**config.mk**
```make
export PLATFORM = sky130hd
export DESIGN_NAME = mem_arbiter_flat
export DESIGN_NICKNAME = d
export VERILOG_FILES = /design/src/rtl/mem_arbiter_pkg.sv /design/src/rtl/mem_arbiter_if.sv /design/src/rtl/mem_arbiter_rr_pick2.sv /design/src/rtl/mem_arbiter.sv /design/src/flat_wrapper.sv
export SDC_FILE = /design/constraint.sdc
export NUM_CORES = 1
export LEC_CHECK = 0
export ABC_AREA = 1
export CAP_MARGIN = 5
export CELL_PAD_IN_SITES_DETAIL_PLACEMENT = 0
export CELL_PAD_IN_SITES_GLOBAL_PLACEMENT = 1
export CORE_UTILIZATION = 29
export CTS_CLUSTER_SIZE = 24
export DETAILED_ROUTE_END_ITERATION = 12
export PLACE_DENSITY = 0.91
export SYNTH_ARGS = -nofsm -noshare
export SYNTH_HDL_FRONTEND = slang
export SYNTH_SLANG_ARGS = --single-unit
```
**constraint.sdc**
```tcl
create_clock -name clk -period 4 [get_ports clk]
set_clock_uncertainty 0.2 [all_clocks]
set_input_delay 0.8 -clock clk [delete_from_list [all_inputs] [get_ports clk]]
set_output_delay 0.8 -clock clk [all_outputs]
set_load 0.02 [all_outputs]
```
**src/rtl/mem_arbiter_pkg.sv**
```systemverilog
// mem_arbiter_pkg: shared constants for the two-port RAM arbiter.
// Command encoding matches the CPU memory interface.
package mem_arbiter_pkg;

  localparam int DW_DEF = 16;
  localparam int AW_DEF = 9;

  localparam logic [1:0] MEM_NONE  = 2'b00;
  localparam logic [1:0] MEM_READ  = 2'b01;
  localparam logic [1:0] MEM_WRITE = 2'b10;

  localparam logic [1:0] IDLE   = 2'd0;
  localparam logic [1:0] ACCESS = 2'd1;
  localparam logic [1:0] RESP   = 2'd2;

  localparam logic PORT_C = 1'b0;
  localparam logic PORT_D = 1'b1;

  function automatic logic is_req(
    input logic [1:0] cmd
  );
    return (cmd == MEM_READ) ||
           (cmd == MEM_WRITE);
  endfunction

endpackage

```
**src/rtl/mem_arbiter_if.sv**
```systemverilog
// mem_arbiter_if: CPU port, DMA port and RAM side of the arbiter.
// slave = arbiter side, master = requesters plus RAM.
interface mem_arbiter_if #(
  parameter int DW = mem_arbiter_pkg::DW_DEF,
  parameter int AW = mem_arbiter_pkg::AW_DEF
);

  logic [1:0]    c_mem_cmd;
  logic [AW-1:0] c_mem_addr;
  logic [DW-1:0] c_wdata;
  logic          c_ack;
  logic [DW-1:0] c_rdata;

  logic [1:0]    d_mem_cmd;
  logic [AW-1:0] d_mem_addr;
  logic [DW-1:0] d_wdata;
  logic          d_ack;
  logic [DW-1:0] d_rdata;

  logic [AW-1:0] ram_addr;
  logic [DW-1:0] ram_din;
  logic          ram_write;
  logic [DW-1:0] ram_dout;

  logic          grant_c;
  logic          grant_d;

  modport slave (
    input  c_mem_cmd,
    input  c_mem_addr,
    input  c_wdata,
    output c_ack,
    output c_rdata,
    input  d_mem_cmd,
    input  d_mem_addr,
    input  d_wdata,
    output d_ack,
    output d_rdata,
    output ram_addr,
    output ram_din,
    output ram_write,
    input  ram_dout,
    output grant_c,
    output grant_d
  );

  modport master (
    output c_mem_cmd,
    output c_mem_addr,
    output c_wdata,
    input  c_ack,
    input  c_rdata,
    output d_mem_cmd,
    output d_mem_addr,
    output d_wdata,
    input  d_ack,
    input  d_rdata,
    input  ram_addr,
    input  ram_din,
    input  ram_write,
    output ram_dout,
    input  grant_c,
    input  grant_d
  );

endinterface

```
**src/rtl/mem_arbiter_rr_pick2.sv**
```systemverilog
// rr_pick2: combinational two-way round-robin selector.
// On a tie the port not served last wins.
module rr_pick2
  import mem_arbiter_pkg::*;
(
  input  logic req_c,
  input  logic req_d,
  input  logic last_served,
  output logic valid,
  output logic winner
);

  always_comb begin
    valid  = req_c | req_d;
    winner = PORT_C;
    unique case (1'b1)
      (req_c && req_d): begin
        winner = (last_served == PORT_C) ?
                 PORT_D : PORT_C;
      end
      (req_d && !req_c): winner = PORT_D;
      default:           winner = PORT_C;
    endcase
  end

endmodule

```
**src/rtl/mem_arbiter.sv**
```systemverilog
// mem_arbiter: shares one synchronous-read RAM between CPU and DMA.
// IDLE -> ACCESS -> RESP, round-robin grant, one-cycle ack.
module mem_arbiter
  import mem_arbiter_pkg::*;
#(
  parameter int DW = DW_DEF,
  parameter int AW = AW_DEF
) (
  input  logic         clk,
  input  logic         reset,
  mem_arbiter_if.slave bus
);

  logic [1:0]    state_q, state_d;
  logic          owner_q, owner_d;
  logic          last_q, last_d;
  logic [AW-1:0] addr_q, addr_d;
  logic [DW-1:0] din_q, din_d;
  logic          wr_q, wr_d;
  logic [DW-1:0] c_rdata_q, c_rdata_d;
  logic [DW-1:0] d_rdata_q, d_rdata_d;

  logic in_idle, in_access, in_resp;
  logic req_c, req_d;
  logic pick_valid, pick_winner;

  assign in_idle   = (state_q == IDLE);
  assign in_access = (state_q == ACCESS);
  assign in_resp   = (state_q == RESP);

  // The owner's own request is masked in RESP.
  always_comb begin
    req_c = 1'b0;
    req_d = 1'b0;
    if (in_idle || in_resp) begin
      req_c = is_req(bus.c_mem_cmd) &&
              !(in_resp && owner_q == PORT_C);
      req_d = is_req(bus.d_mem_cmd) &&
              !(in_resp && owner_q == PORT_D);
    end
  end

  rr_pick2 u_pick (
    .req_c       (req_c),
    .req_d       (req_d),
    .last_served (last_q),
    .valid       (pick_valid),
    .winner      (pick_winner)
  );

  always_comb begin
    state_d   = state_q;
    owner_d   = owner_q;
    last_d    = last_q;
    addr_d    = addr_q;
    din_d     = din_q;
    wr_d      = wr_q;
    c_rdata_d = c_rdata_q;
    d_rdata_d = d_rdata_q;

    unique case (1'b1)
      in_access: state_d = RESP;
      in_resp: begin
        state_d = IDLE;
        last_d  = owner_q;
        if (!wr_q) begin
          if (owner_q == PORT_C)
            c_rdata_d = bus.ram_dout;
          else
            d_rdata_d = bus.ram_dout;
        end
      end
      default: state_d = IDLE;
    endcase

    // Grant latches the winner's request so it may drop mid-access.
    if (pick_valid) begin
      state_d = ACCESS;
      owner_d = pick_winner;
      if (pick_winner == PORT_D) begin
        addr_d = bus.d_mem_addr;
        din_d  = bus.d_wdata;
        wr_d   = (bus.d_mem_cmd == MEM_WRITE);
      end else begin
        addr_d = bus.c_mem_addr;
        din_d  = bus.c_wdata;
        wr_d   = (bus.c_mem_cmd == MEM_WRITE);
      end
    end
  end

  always_ff @(posedge clk) begin
    if (reset) begin
      state_q   <= IDLE;
      owner_q   <= PORT_C;
      last_q    <= PORT_D;
      addr_q    <= '0;
      din_q     <= '0;
      wr_q      <= 1'b0;
      c_rdata_q <= '0;
      d_rdata_q <= '0;
    end else begin
      state_q   <= state_d;
      owner_q   <= owner_d;
      last_q    <= last_d;
      addr_q    <= addr_d;
      din_q     <= din_d;
      wr_q      <= wr_d;
      c_rdata_q <= c_rdata_d;
      d_rdata_q <= d_rdata_d;
    end
  end

  assign bus.ram_addr  = addr_q;
  assign bus.ram_din   = din_q;
  assign bus.ram_write = in_access && wr_q && !reset;

  assign bus.c_ack = in_resp && !reset &&
                     (owner_q == PORT_C);
  assign bus.d_ack = in_resp && !reset &&
                     (owner_q == PORT_D);

  assign bus.grant_c = (in_access || in_resp) &&
                       (owner_q == PORT_C);
  assign bus.grant_d = (in_access || in_resp) &&
                       (owner_q == PORT_D);

  assign bus.c_rdata = c_rdata_q;
  assign bus.d_rdata = d_rdata_q;

endmodule

```
**src/flat_wrapper.sv**
```systemverilog
// flat-port wrapper written by rule: the top's interface ports become plain ports
module mem_arbiter_flat import mem_arbiter_pkg::*;
#(
  parameter int DW = DW_DEF,
  parameter int AW = AW_DEF
)
  (clk, reset, bus_c_mem_cmd, bus_c_mem_addr, bus_c_wdata, bus_c_ack, bus_c_rdata, bus_d_mem_cmd, bus_d_mem_addr, bus_d_wdata, bus_d_ack, bus_d_rdata, bus_ram_addr, bus_ram_din, bus_ram_write, bus_ram_dout, bus_grant_c, bus_grant_d);
  mem_arbiter_if #(.DW(DW), .AW(AW)) bus_i ();
  input  logic clk;
  input  logic reset;
  input wire logic [$bits(bus_i.c_mem_cmd)-1:0] bus_c_mem_cmd;
  input wire logic [$bits(bus_i.c_mem_addr)-1:0] bus_c_mem_addr;
  input wire logic [$bits(bus_i.c_wdata)-1:0] bus_c_wdata;
  output wire logic [$bits(bus_i.c_ack)-1:0] bus_c_ack;
  output wire logic [$bits(bus_i.c_rdata)-1:0] bus_c_rdata;
  input wire logic [$bits(bus_i.d_mem_cmd)-1:0] bus_d_mem_cmd;
  input wire logic [$bits(bus_i.d_mem_addr)-1:0] bus_d_mem_addr;
  input wire logic [$bits(bus_i.d_wdata)-1:0] bus_d_wdata;
  output wire logic [$bits(bus_i.d_ack)-1:0] bus_d_ack;
  output wire logic [$bits(bus_i.d_rdata)-1:0] bus_d_rdata;
  output wire logic [$bits(bus_i.ram_addr)-1:0] bus_ram_addr;
  output wire logic [$bits(bus_i.ram_din)-1:0] bus_ram_din;
  output wire logic [$bits(bus_i.ram_write)-1:0] bus_ram_write;
  input wire logic [$bits(bus_i.ram_dout)-1:0] bus_ram_dout;
  output wire logic [$bits(bus_i.grant_c)-1:0] bus_grant_c;
  output wire logic [$bits(bus_i.grant_d)-1:0] bus_grant_d;
  assign bus_i.c_mem_cmd = bus_c_mem_cmd;
  assign bus_i.c_mem_addr = bus_c_mem_addr;
  assign bus_i.c_wdata = bus_c_wdata;
  assign bus_c_ack = bus_i.c_ack;
  assign bus_c_rdata = bus_i.c_rdata;
  assign bus_i.d_mem_cmd = bus_d_mem_cmd;
  assign bus_i.d_mem_addr = bus_d_mem_addr;
  assign bus_i.d_wdata = bus_d_wdata;
  assign bus_d_ack = bus_i.d_ack;
  assign bus_d_rdata = bus_i.d_rdata;
  assign bus_ram_addr = bus_i.ram_addr;
  assign bus_ram_din = bus_i.ram_din;
  assign bus_ram_write = bus_i.ram_write;
  assign bus_i.ram_dout = bus_ram_dout;
  assign bus_grant_c = bus_i.grant_c;
  assign bus_grant_d = bus_i.grant_d;
  mem_arbiter #(.DW(DW), .AW(AW)) u_core (.clk(clk), .reset(reset), .bus(bus_i));
endmodule
```
* After elaboration in Yosys (flattened, before gate mapping)
Cells that the tools add are included.
Operators by class: eq/ne operators 6, multiplexer cells 9, bitwise logic cells 3, reduce and logical (&&, ||, !) cells 25
Operator list (count):
- $mux 16 | 1
- $logic_and 1x1->1 | 13
- $mux 9 | 1
- $eq 2x1->1 const B | 3
- $eq 2x2->1 const B | 3
- $reduce_and 3->1 | 2
- $mux 1 | 5
- $logic_not 1->1 | 4
- $logic_or 1x1->1 | 4
- $logic_not 2->1 | 1
- $mux 2 | 1
- $not 1->1 | 2
- $pmux 1 s2 | 1
- $reduce_or 2->1 | 1
- $or 1x1->1 | 1
Word-level totals: flip-flop bits (word level) 62, input port bits 72, output and inout bits 62, logic and storage cells 52

* Logic depth before layout (Yosys ltp)
depth after elaboration 9, gate-level depth with buffers 10, depth with buffers taken out 10

* Modules after synthesis
From an unflattened synthesis, not the netlist that was laid out.
Unflattened totals: cell total of the unflattened synthesis 402, area total of the unflattened synthesis 2819.0 µm²
By module, submodules not included:
- mem_arbiter | instances 1, cells each 399, area an instance 2803.9 µm²
- rr_pick2 | instances 1, cells each 3, area an instance 15.0 µm²

* Worst setup path before layout
Ideal clock, no wire load.
kind input port to output port, from in reset, to out bus_ram_write, arrival 1297 ps, required time 3000 ps, setup slack 1703 ps, cell stages on the path 1, cell sequence nor3_1
Between the ends: longest elaborated chain between the ends 2
Ends and longest elaborated chain:
- start, declared | RTL line flat_wrapper.sv:10 | input logic reset;
- $logic_not 1->1 | RTL line mem_arbiter.sv:116 | assign bus.ram_write = in_access && wr_q && !reset;
- $logic_and 1x1->1 | RTL line mem_arbiter.sv:116
- end, declared | RTL line flat_wrapper.sv:23 | output wire logic [$bits(bus_i.ram_write)-1:0] bus_ram_write;
No other way between the ends.

* Worst setup path after layout
Same ends and word-level chain as after synthesis.

==> flow_metrics.py <==
metrics = {
    "run_status": {
        "outcome": "finished with violations",
        "violations": "DRC",
    },
    "drt": {
        "drc_errors": 7,
        "drtPass1Iterations": 11,
        "routed_wl_microns": 7910,
        "drt_iter0_markers": 132,
        "ant_nets": 0,
        "vias": 2812,
        "wire_per_inst_microns": 12.7,
        "avgViaCountPerCell": 4.53,
    },
    "place": {
        "dp.cells": 605,
        "finalWeightedCongestion": 0.798,
        "dpl.hpwl_microns": 5470,
        "io_buffer_count": 133,
    },
    "setup_path": {
        "r2r-start": "u_core.state_q[0]",
        "r2r-end": "u_core.bus.ram_din[14]",
        "critPathArrivalTime_ns": 2.30,
        "cpMostUsedCell": "clkdlybuf4s50_1",
        "critPathKind": "in -> out",
        "end_kind": "primary output",
        "critPathTopFamily": "buffers and inverters",
        "critPathLaunchType": "primary input",
        "cp_cell_sequence": "clkdlybuf4s50_1, nor3_1, clkdlybuf4s50_1",
        "critPathMaxStageDelay_ns": 0.65,
        "path_max_fanout": 6,
        "reg2reg_depth": 7,
        "slowest_stage": "clkdlybuf4s50_1",
        "required_ns": 3.00,
        "path_buf_inv": 2,
        "rrSetupSlack_ns": 1.82,
    },
    "sta": {
        "worst_pin_slew_ns": 0.757,
        "hold_viol": 0,
        "min_period_ns": 3.30,
        "setup_tns_ns": 0,
        "report.final.slew_viol_count": 0,
        "clock.fmax_ghz": 0.303,
        "min_period_over_period_pct": 82.6,
        "setup_viol": 0,
        "rsz0062_at_grt": "no",
        "slew_headroom_pct": 49.4,
    },
    "synthesis": {
        "netlist_instances": 376,
        "synth_xor_area_share_pct": 0,
        "syn_area_sq_um": 2700,
        "synthMuxAreaShare_pct": 0,
        "synth_top_family_by_area": "simple AND/OR/NAND/NOR gates",
        "avgSynthCellArea_sq_um": 7.19,
        "ys_ff_latch": 62,
        "synth-warning-count": 0,
        "synth_cell_types": 21,
        "seq_area_frac_synth_pct": 45.9,
        "synthesis.nets": 453,
        "synthAdderAreaFrac_pct": 2.31,
        "synth-compound-area-share_pct": 6.76,
        "synth_simple_gate_area_share_pct": 35.7,
    },
    "pwr": {
        "p_switching_uw": 544,
        "p_int_uw": 1180,
        "p_seq_share_pct": 41.4,
        "ir_worst_vdd_v": 0.000185,
        "comb_power_share_pct": 27.9,
        "powerDensity_nw_per_um2": 400,
        "p_leak_uw": 0.00192,
        "switching_share_pct": 31.5,
        "p_clk_share_pct": 30.6,
    },
    "grt": {
        "grt_usage_pct": 16.5,
        "gr-max-usage-layer": "met2",
        "grt.met2_usage_pct": 26.7,
        "gr-usage-met1_pct": 20.6,
        "grt_max_degree": 34,
        "met3_usage_pct": 4.26,
        "grt_pass1_vias": 2616,
        "antenna_found_initial": 0,
        "grt_overflow": 0,
        "grt_pass1_wl_microns": 12600,
    },
    "die": {
        "initial_core_util_pct": 30.4,
        "die-area_sq_um": 9710,
        "core_sq_um": 8890,
        "rows": 34,
        "die_h_microns": 98.5,
        "die_w_microns": 98.5,
        "io_pins": 134,
    },
    "clocking": {
        "hold_buffers": 0,
        "clock_sinks": 62,
        "clockBufferDepth": 2,
        "clockRootBuffer": "clkbuf_8",
        "cts_buffers": 9,
        "cts.clk_slew.worst_paths_ns": 0.07,
        "cts_max_level": 3,
        "cts_setup_buffers": 0,
        "cts_tree": "built",
        "clock_latency_ns": 0.33,
        "post_cts_resized": 0,
    },
    "worst_hold_path": {
        "min_from": "u_core.bus.ram_din[13]",
        "hold_path.class": "reg -> reg",
        "min_to": "u_core.bus.ram_din[13]",
        "min_delay_path_depth": 2,
    },
    "final_layout": {
        "nNetsFinal": 585,
        "diodes": 0,
        "drive_gt1_share_pct": 5.85,
        "syn2layout_area_growth_pct": 59.4,
        "final_cells": 621,
    },
    "run": {
        "maxCapViolations": 0,
    },
}
-- tightest hold or removal path: cells and delay by family (launching register included) --
family	cells	cell delay [ns]
DFF	1	0.31
and+or+nand+nor	2	0.10
-- logic make-up (layout without fill, tap and decap cells) --
| group | count (synthesis) | count (layout) |
|---|---|---|
| and+or+nand+nor | 216 | 216 |
| DFF | 62 | 62 |
| buffers and inverters | 59 | 196 |
| AOI/OAI and AO/OA | 34 | 34 |
| adders and majority gates | 5 | 5 |
-- power by group through the flow --
| stage | clock [uW] | combinational [uW] | sequential [uW] |
|---|---|---|---|
| 2_1_floorplan | 0 | 184 | 793 |
| 3_3_place_gp | 0 | 480 | 725 |
| 3_5_place_dp | 0 | 484 | 727 |
| 4_1_cts | 547 | 486 | 715 |
| 5_1_grt | 581 | 522 | 723 |
| 6_report | 528 | 481 | 715 |
-- flip-flops by register name, indices dropped and copies added (netlist names) --
signal / cells
u_core.owner_q: 1
u_core.last_q: 1
u_core.state_q: 2
u_core.bus.ram_addr: 9
u_core.bus.c_rdata: 16
u_core.bus.d_rdata: 16
u_core.wr_q: 1
u_core.bus.ram_din: 16
-- metrics by stage --
step	utilization (%)	setup WS, ns	power [uW]	hold slack (ns)	instance area [sq um]
4_1_cts	48.5	0.739	1750	0.254	4310
2_1_floorplan	-	1.70	978	0.248	2700
3_5_place_dp	46.3	0.757	1210	0.239	4110
5_1_grt	48.5	0.685	1830	0.264	4310
3_3_place_gp	46.3	0.785	1210	0.236	4110
6_report	48.5	0.697	1720	0.250	4310
-- layer usage --
metal  share of wire (%)  vias to the layer above
met5                   0                        -
met4                 1.8                        0
met3                 5.3                        9
met2                  47                       82
met1                  46                     1284
li1                    -                     1437
-- worst max-delay path by stage --
stage,startpoint,cells after the start,end,slack (ns)
global placement,reset,3,bus_ram_write,0.79
CTS,reset,3,bus_ram_write,0.74
floorplan,reset,1,bus_ram_write,1.70
detailed placement,reset,3,bus_ram_write,0.76
finish,reset,3,bus_ram_write,0.70
global route,reset,3,bus_ram_write,0.68
-- cells in the final DEF, fill, tap and decap left out --
cell type,count
clkdlybuf4s50_1,133
nand2_1,85
nor2_1,69
dfxtp_1,62
inv_1,39
nand3_1,31
o21ai_0,31
nand3b_1,25
clkbuf_8,12
ha_1,5
buf_4,5
inv_2,3
nand2_2,2
clkinvlp_4,2
nor3_1,1
nor2_4,1
nand3_2,1
a21oi_4,1
o22ai_1,1
nor2_2,1
o21ai_1,1
clkinv_2,1
inv_6,1
-- cell usage after synthesis, drive strengths merged --
cell type   n  area (sq um)
nand2      87           332
o22ai       1          6.26
nand3b     25           188
dfxtp      62          1240
o21ai      32           160
ha          5          62.6
a21oi       1          16.3
inv        42           158
nor3        1          5.00
nor2       71           277
nand3      32           165
buf        12          73.8
clkbuf      5          18.8
-- final cells by class --
cell class	instances	area (sq um)
clock inverter	4	28.8
timing repair buffer	138	1370
clock buffer	12	165
sequential	62	1240
fill	885	4580
inverter	42	158
tap	108	135
multi-input combinational	255	1210
(Power assumes the default switching activity.)
